### config.mk
export PLATFORM = sky130hd
export DESIGN_NAME = io_poly_dma
export DESIGN_NICKNAME = d
export VERILOG_FILES = /design/src/rtl/io_poly_dma_pkg.sv /design/src/rtl/io_skid_fifo.sv /design/src/rtl/io_poly_dma.sv
export SDC_FILE = /design/constraint.sdc
export NUM_CORES = 1
export LEC_CHECK = 0
export ABC_CLOCK_PERIOD_IN_PS = 2700
export BUFFER_PORTS_ARGS = -buffer_cell sky130_fd_sc_hd__buf_4
export CAP_MARGIN = 20
export CORE_UTILIZATION = 45
export DETAILED_ROUTE_END_ITERATION = 8
export GPL_ROUTABILITY_DRIVEN = 0
export GPL_TIMING_DRIVEN = 0
export PLACE_DENSITY = 0.67
export SYNTH_ARGS = -nofsm -noshare
export SYNTH_HDL_FRONTEND = slang
export SYNTH_SLANG_ARGS = --single-unit
### constraint.sdc
create_clock -name clk -period 2.7 [get_ports clk]
set_input_delay 0.27 -clock clk [delete_from_list [all_inputs] [get_ports clk]]
set_output_delay 0.27 -clock clk [all_outputs]
set_load 0.005 [all_outputs]
### src/rtl/io_poly_dma_pkg.sv
// Shared types, default geometry and the io RAM address map for the polynomial DMA front end.
// Coefficient i of slot p lands in bank i%(2*PE), row p*(N/(2*PE))+i/(2*PE).
package io_poly_dma_pkg;

  localparam int DEF_LOGQ          = 16;
  localparam int DEF_LOGN          = 4;
  localparam int DEF_PE            = 2;
  localparam int DEF_NUM_POLY_MEMS = 2;

  localparam int N  = 1 << DEF_LOGN;
  localparam int RW = $clog2(DEF_NUM_POLY_MEMS * N / 2 / DEF_PE);
  localparam int AW = $clog2(DEF_NUM_POLY_MEMS) + DEF_LOGN;

  typedef enum logic [1:0] {
    IDLE,
    LOAD,
    UNLOAD
  } dma_state_t;

  // Returns {bank, row} with the row field rw bits wide.
  function automatic int unsigned io_addr_map(input int unsigned p, input int unsigned i,
                                              input int unsigned n, input int unsigned pe,
                                              input int unsigned rw);
    int unsigned banks;
    banks = 2 * pe;
    return ((i % banks) << rw) | (p * (n / banks) + i / banks);
  endfunction

endpackage

### src/rtl/io_skid_fifo.sv
// Synchronous FIFO buffering io RAM read returns ahead of the unload stream.
// Head data is presented combinationally; o_count feeds the read-credit check.
module io_skid_fifo #(
  parameter  int DEPTH = 8,
  parameter  int WIDTH = 16,
  localparam int PTR_W = (DEPTH > 1) ? $clog2(DEPTH) : 1,
  localparam int CNT_W = $clog2(DEPTH + 1)
) (
  input  logic             clk,
  input  logic             rst_n,
  input  logic             i_push,
  input  logic [WIDTH-1:0] i_data,
  input  logic             i_pop,
  output logic [WIDTH-1:0] o_data,
  output logic             o_empty,
  output logic             o_full,
  output logic [CNT_W-1:0] o_count
);

  logic [WIDTH-1:0] r_mem [DEPTH];
  logic [PTR_W-1:0] r_wr_ptr;
  logic [PTR_W-1:0] r_rd_ptr;
  logic [CNT_W-1:0] r_count;
  logic             w_do_push;
  logic             w_do_pop;

  function automatic logic [PTR_W-1:0] next_ptr(input logic [PTR_W-1:0] p);
    return (p == PTR_W'(DEPTH - 1)) ? '0 : p + PTR_W'(1);
  endfunction

  assign o_empty   = (r_count == '0);
  assign o_full    = (r_count == CNT_W'(DEPTH));
  assign o_count   = r_count;
  assign o_data    = r_mem[r_rd_ptr];
  assign w_do_pop  = i_pop && !o_empty;
  assign w_do_push = i_push && (!o_full || w_do_pop);

  // NOTE: storage has no reset; the pointers and count alone decide which entries are valid.
  always_ff @(posedge clk) begin
    if (w_do_push) r_mem[r_wr_ptr] <= i_data;
  end

  always_ff @(posedge clk or negedge rst_n) begin
    if (!rst_n) begin
      r_wr_ptr <= '0;
      r_rd_ptr <= '0;
      r_count  <= '0;
    end else begin
      if (w_do_push) r_wr_ptr <= next_ptr(r_wr_ptr);
      if (w_do_pop)  r_rd_ptr <= next_ptr(r_rd_ptr);
      case ({w_do_push, w_do_pop})
        2'b10:   r_count <= r_count + CNT_W'(1);
        2'b01:   r_count <= r_count - CNT_W'(1);
        default: r_count <= r_count;
      endcase
    end
  end

endmodule

### src/rtl/io_poly_dma.sv
// Streams one polynomial into the NTT io RAM write port, or out of its read port, one
// coefficient per cycle; read credits bound outstanding reads to the unload FIFO space.
module io_poly_dma
  import io_poly_dma_pkg::*;
#(
  parameter  int LOGQ          = DEF_LOGQ,
  parameter  int LOGN          = DEF_LOGN,
  parameter  int PE            = DEF_PE,
  parameter  int NUM_POLY_MEMS = DEF_NUM_POLY_MEMS,
  parameter  int IO_RD_LAT     = 4,
  parameter  int FIFO_DEPTH    = 8,
  localparam int PW            = (NUM_POLY_MEMS > 1) ? $clog2(NUM_POLY_MEMS) : 1,
  localparam int ADDR_W        = $clog2(NUM_POLY_MEMS) + LOGN
) (
  input  logic              clk,
  input  logic              rst_n,
  input  logic              cmd_valid,
  output logic              cmd_ready,
  input  logic              cmd_dir,
  input  logic [PW-1:0]     cmd_poly,
  input  logic              s_valid,
  output logic              s_ready,
  input  logic [LOGQ-1:0]   s_data,
  output logic              m_valid,
  input  logic              m_ready,
  output logic [LOGQ-1:0]   m_data,
  output logic              m_last,
  output logic              busy,
  output logic              io_ram_wen,
  output logic [ADDR_W-1:0] io_ram_waddr,
  output logic [LOGQ-1:0]   io_ram_wdata,
  output logic [ADDR_W-1:0] io_ram_raddr,
  input  logic [LOGQ-1:0]   io_ram_rdata
);

  localparam int            POLY_N   = 1 << LOGN;
  localparam int            ROW_W    = $clog2(NUM_POLY_MEMS * POLY_N / 2 / PE);
  localparam int            CW       = LOGN + 1;
  localparam int            FCW      = $clog2(FIFO_DEPTH + 1);
  localparam logic [CW-1:0] LAST_IDX = CW'(POLY_N - 1);

  if (FIFO_DEPTH < IO_RD_LAT + 1) begin : g_depth_check
    $error("io_poly_dma: FIFO_DEPTH must be at least IO_RD_LAT+1");
  end

  dma_state_t           r_state;
  logic [PW-1:0]        r_poly;
  logic [CW-1:0]        r_cnt;
  logic [CW-1:0]        r_pop_cnt;
  logic                 r_rd_issued;
  logic [IO_RD_LAT-1:0] r_rd_vld;
  logic                 r_wen;
  logic [ADDR_W-1:0]    r_waddr;
  logic [ADDR_W-1:0]    r_raddr;
  logic [LOGQ-1:0]      r_wdata;
  logic                 w_load_beat;
  logic                 w_issue;
  logic                 w_pop;
  logic                 w_fifo_empty;
  logic                 w_fifo_full;
  logic [FCW-1:0]       w_fifo_count;
  int                   w_inflight;

  function automatic logic [ADDR_W-1:0] f_addr(input logic [PW-1:0] p, input logic [CW-1:0] i);
    return ADDR_W'(io_addr_map(32'(p), 32'(i), POLY_N, PE, ROW_W));
  endfunction

  assign cmd_ready    = (r_state == IDLE);
  assign busy         = (r_state != IDLE);
  assign s_ready      = (r_state == LOAD);
  assign w_load_beat  = s_valid && s_ready;
  assign m_valid      = !w_fifo_empty;
  assign w_pop        = m_valid && m_ready;
  assign m_last       = m_valid && (r_pop_cnt == LAST_IDX);
  assign io_ram_wen   = r_wen;
  assign io_ram_waddr = r_waddr;
  assign io_ram_wdata = r_wdata;
  assign io_ram_raddr = r_raddr;

  // NOTE: the accumulator gets a value before the loop so no path leaves it unassigned (no latch).
  always_comb begin
    w_inflight = int'(r_rd_issued);
    for (int k = 0; k < IO_RD_LAT; k++) w_inflight += int'(r_rd_vld[k]);
  end

  // A read may issue only if its data is guaranteed a FIFO slot when it returns.
  assign w_issue = (r_state == UNLOAD) && (r_cnt < CW'(POLY_N)) &&
                   ((w_inflight + int'(w_fifo_count)) < FIFO_DEPTH);

  // NOTE: all state updates here are non-blocking so every register samples pre-edge values.
  always_ff @(posedge clk or negedge rst_n) begin
    if (!rst_n) begin
      r_state     <= IDLE;
      r_poly      <= '0;
      r_cnt       <= '0;
      r_pop_cnt   <= '0;
      r_rd_issued <= 1'b0;
      r_rd_vld    <= '0;
      r_wen       <= 1'b0;
      r_waddr     <= '0;
      r_raddr     <= '0;
      r_wdata     <= '0;
    end else begin
      r_wen       <= w_load_beat;
      r_rd_issued <= w_issue;
      r_rd_vld    <= IO_RD_LAT'({r_rd_vld, r_rd_issued});
      if (w_load_beat) begin
        r_waddr <= f_addr(r_poly, r_cnt);
        r_wdata <= s_data;
      end
      if (w_issue) r_raddr <= f_addr(r_poly, r_cnt);
      case (r_state)
        IDLE: if (cmd_valid) begin
          r_poly    <= cmd_poly;
          r_cnt     <= '0;
          r_pop_cnt <= '0;
          r_state   <= cmd_dir ? UNLOAD : LOAD;
        end
        LOAD: if (w_load_beat) begin
          r_cnt <= r_cnt + CW'(1);
          if (r_cnt == LAST_IDX) r_state <= IDLE;
        end
        UNLOAD: begin
          if (w_issue) r_cnt <= r_cnt + CW'(1);
          if (w_pop) begin
            r_pop_cnt <= r_pop_cnt + CW'(1);
            if (r_pop_cnt == LAST_IDX) r_state <= IDLE;
          end
        end
        default: r_state <= IDLE;
      endcase
    end
  end

  io_skid_fifo #(
    .DEPTH(FIFO_DEPTH),
    .WIDTH(LOGQ)
  ) u_fifo (
    .clk    (clk),
    .rst_n  (rst_n),
    .i_push (r_rd_vld[IO_RD_LAT-1]),
    .i_data (io_ram_rdata),
    .i_pop  (w_pop),
    .o_data (m_data),
    .o_empty(w_fifo_empty),
    .o_full (w_fifo_full),
    .o_count(w_fifo_count)
  );

endmodule

==> flow_summary.ini <==
[outcome]
outcome = complete, no violations

[worst_setup_path]
startpoint = r_rd_issued
r2r_end = r_cnt[1]
worstPathMaxFanout = 5
reg2reg_slack_ps = 130
cp-start-kind = register
crit_path_end_kind = register
rr_worst_depth = 10
timing.rr.start = r_rd_issued
critPathCapture = r_cnt[1]
arrival_ps = 2920
worstPathRequired_ps = 3050
path_class = register to register

[detailed_routing]
viasPerCell = 5.39
via_count = 4163
first_iter_violations = 237
drcViolationCount = 0
drt-total-wl_mm = 14.6
drt_pass1_iterations = 4
wire_per_inst_um = 18.9
ant_nets = 0

[cts]
tritoncts = done
ctsHtreeMaxLevel = 4
clk_path_buf_depth = 2
clk_pin_slew_ps = 60
cts_made_buffers = 17
cts_root_buf = clkbuf_16
cts.sinks = 183
clock_latency_ps = 430

[power_and_ir_drop]
switchingPower_w = 0.00278
clock_power_share = 0.252
combPwrFrac = 0.348
irDropWorstVdd_v = 0.000546
power_density_nw_per_um2 = 1010
p_leak_nw = 3.59
pwr-share-seq = 0.401
swShare = 0.296
power.internal_w = 0.00662

[layout]
fillers = 1310
final_cell_count_no_fill = 773
antenna_cells = 0
fin_nets = 599
final_area_um2 = 9300
area_growth_pct = 23.0
drive_gt1_frac = 0.401

[logic_synthesis]
yosysWarnings = 0
netlist_instances = 425
ys_ff_latch = 183
synth_edf_count = 128
seq_area_frac_synth = 0.690
syn_area_um2 = 7560
postSynth.asyncResetShare = 0.301
synth_cell_type_count = 53
synth.avg_cell_area_um2 = 17.8
ys.flop_type = edfxtp_1
synth_nets = 484

[grt]
grt_remaining_overflow = 0
grt_use_total = 0.181
met1_usage = 0.230
grt_pass1_vias = 4431
grt_first_pass_wirelength_mm = 23.3
antenna_found_initial = 0
met3_usage = 0.0421
grt_max_degree = 56
top_usage_layer = met2
use_met2 = 0.303

[sta]
hold_viol_final = 0
holdWs_ps = 75.7
slew_violations = 0
fmax_mhz = 389
fin_ws_ps = 129
fin_crit_sh = 0.952
maxSlewHeadroom = 0.320
tightest_slew_ps = 1020
period_needed_ps = 2570
rsz0062_at_grt = true
skew_ps = 6.67
setup_violations = 0

[placed_design]
post-dp-hpwl_mm = 9.70
port_buffers = 86
dp.cells = 739
dpl_cell_area_um2 = 8710
dp_slack_ps = 38.0

[job]
timing.max_cap.violations = 0

[floorplan]
pin_count = 87
die_h_um = 132
core_um2 = 16500
die_w_um = 132
rows = 47
initial_core_util = 0.458
die_area_um2 = 17300

[hold_path]
hold_class = input port to register
-- metal layers --
| metal | share of wire | up-vias |
|---|---|---|
| met5 | 0 | - |
| li1 | - | 1875 |
| met3 | 0.049 | 25 |
| met4 | 0.017 | 0 |
| met1 | 0.42 | 2129 |
| met2 | 0.51 | 134 |
-- registers in the layout (all words and copies together), names as in the netlist --
register and cells:
u_fifo.r_mem 128, io_ram_wdata 16, io_ram_raddr 5, io_ram_waddr 5, r_cnt 5, r_pop_cnt 5
r_rd_vld 4, u_fifo.o_count 4, u_fifo.r_rd_ptr 3, u_fifo.r_wr_ptr 3, r_state 2, io_ram_wen 1
r_poly 1, r_rd_issued 1
-- cells in the final DEF (no fill, tap or decap), drive strengths merged, types with 3 or more instances in the layout --
| cell type | instances |
|---|---|
| mux4 | 32 |
| nor3 | 6 |
| nor2b | 3 |
| o211ai | 3 |
| clkinv | 3 |
| edfxtp | 128 |
| and3 | 4 |
| ha | 17 |
| clkinvlp | 5 |
| mux2i | 7 |
| dfrtp | 55 |
| nor2 | 9 |
| o21ai | 10 |
| mux2 | 41 |
| a21oi | 7 |
| buf | 102 |
| inv | 22 |
| fa | 3 |
| nand2 | 22 |
| clkbuf | 29 |
| nand2b | 7 |
-- area by class of cell --
type / instances / area [µm²] / area share
Clock buffer: 20 / 437 / 0.0469
Sequential cell: 183 / 5220 / 0.561
Inverter: 20 / 75.1 / 0.00807
Tap cell: 220 / 275 / 0.0296
Clock inverter: 12 / 128 / 0.0137
Multi-Input combinational cell: 206 / 2220 / 0.239
Buffer: 16 / 87.6 / 0.00941
Timing Repair Buffer: 96 / 858 / 0.0923
-- power by group through the flow --
stage	registers [W]	clock network, W	logic [W]
finish	0.00377	0.00237	0.00327
global route	0.00381	0.00252	0.00358
CTS	0.00377	0.00241	0.00331
detailed placement	0.00382	0	0.00326
global placement	0.00380	0	0.00312
floorplan	0.00377	0	0.00200
-- what timing repair did --
item	in CTS	in global routing
gates resized for setup	7	2
buffers inserted	0	1
hold buffers	1	0
endpoints found under the setup margin	16	9
hold endpoints to repair	55	0
pin swaps	0	1
-- worst min path at each step --
stage | cells after the start | to | slack, ps | startpoint
after CTS | 2 | io_ram_wdata[6] | 60 | s_data[6]
after global placement | 1 | io_ram_wen | 360 | rst_n
after global routing | 2 | io_ram_wdata[1] | 60 | s_data[1]
after floorplan | 0 | io_ram_raddr[0] | -30 | rst_n
final | 2 | io_ram_wdata[2] | 80 | s_data[2]
after detailed placement | 1 | io_ram_wdata[1] | 370 | rst_n
-- per-stage QoR --
stage	total power, W	TNS [ps]	utilization
2_1_floorplan	0.00577	0	-
3_3_place_gp	0.00692	-49890	0.514
3_5_place_dp	0.00708	0	0.527
4_1_cts	0.00949	0	0.562
5_1_grt	0.00991	-3.34	0.563
6_report	0.00940	0	0.563
-- Yosys cell counts, drive strengths merged (2+ instances only) --
cell type	n	area [µm²]
edfxtp	128	3840
dfrtp	55	1380
mux2	41	477
mux4	32	721
nand2	22	82.6
inv	20	75.1
ha	17	213
o21ai	10	50.0
clkbuf	9	33.8
nor2	9	33.8
a21oi	7	35.0
buf	7	41.3
mux2i	7	70.1
nand2b	7	43.8
nor3	6	30.0
and3	4	25.0
fa	3	60.1
nor2b	3	18.8
o211ai	3	22.5
a21o	2	15.0
and2	2	15.0
o22ai	2	12.5
o311ai	2	17.5
o41ai	2	36.3
or2	2	12.5
xnor2	2	17.5
-- worst max-delay path: stages (launching register included) --
cell and delay, ps:
dfrtp_1 400, fa_1 540, inv_1 50, fa_1 350
inv_1 60, ha_1 210, and3b_1 200, o211ai_1 170
buf_4 160, and2_4 160, mux2i_1 180
-- kinds of logic after synthesis --
kind of cell,after synthesis,synth area share
DFF,183,0.690
muxes,80,0.168
and+or+nand+nor,66,0.0461
AOI/OAI and AO/OA,37,0.0369
buffers and inverters,36,0.0198
adders and majority gates,20,0.0361
xor gates and xnor gates,3,0.00347
(Power assumes the default switching activity.)
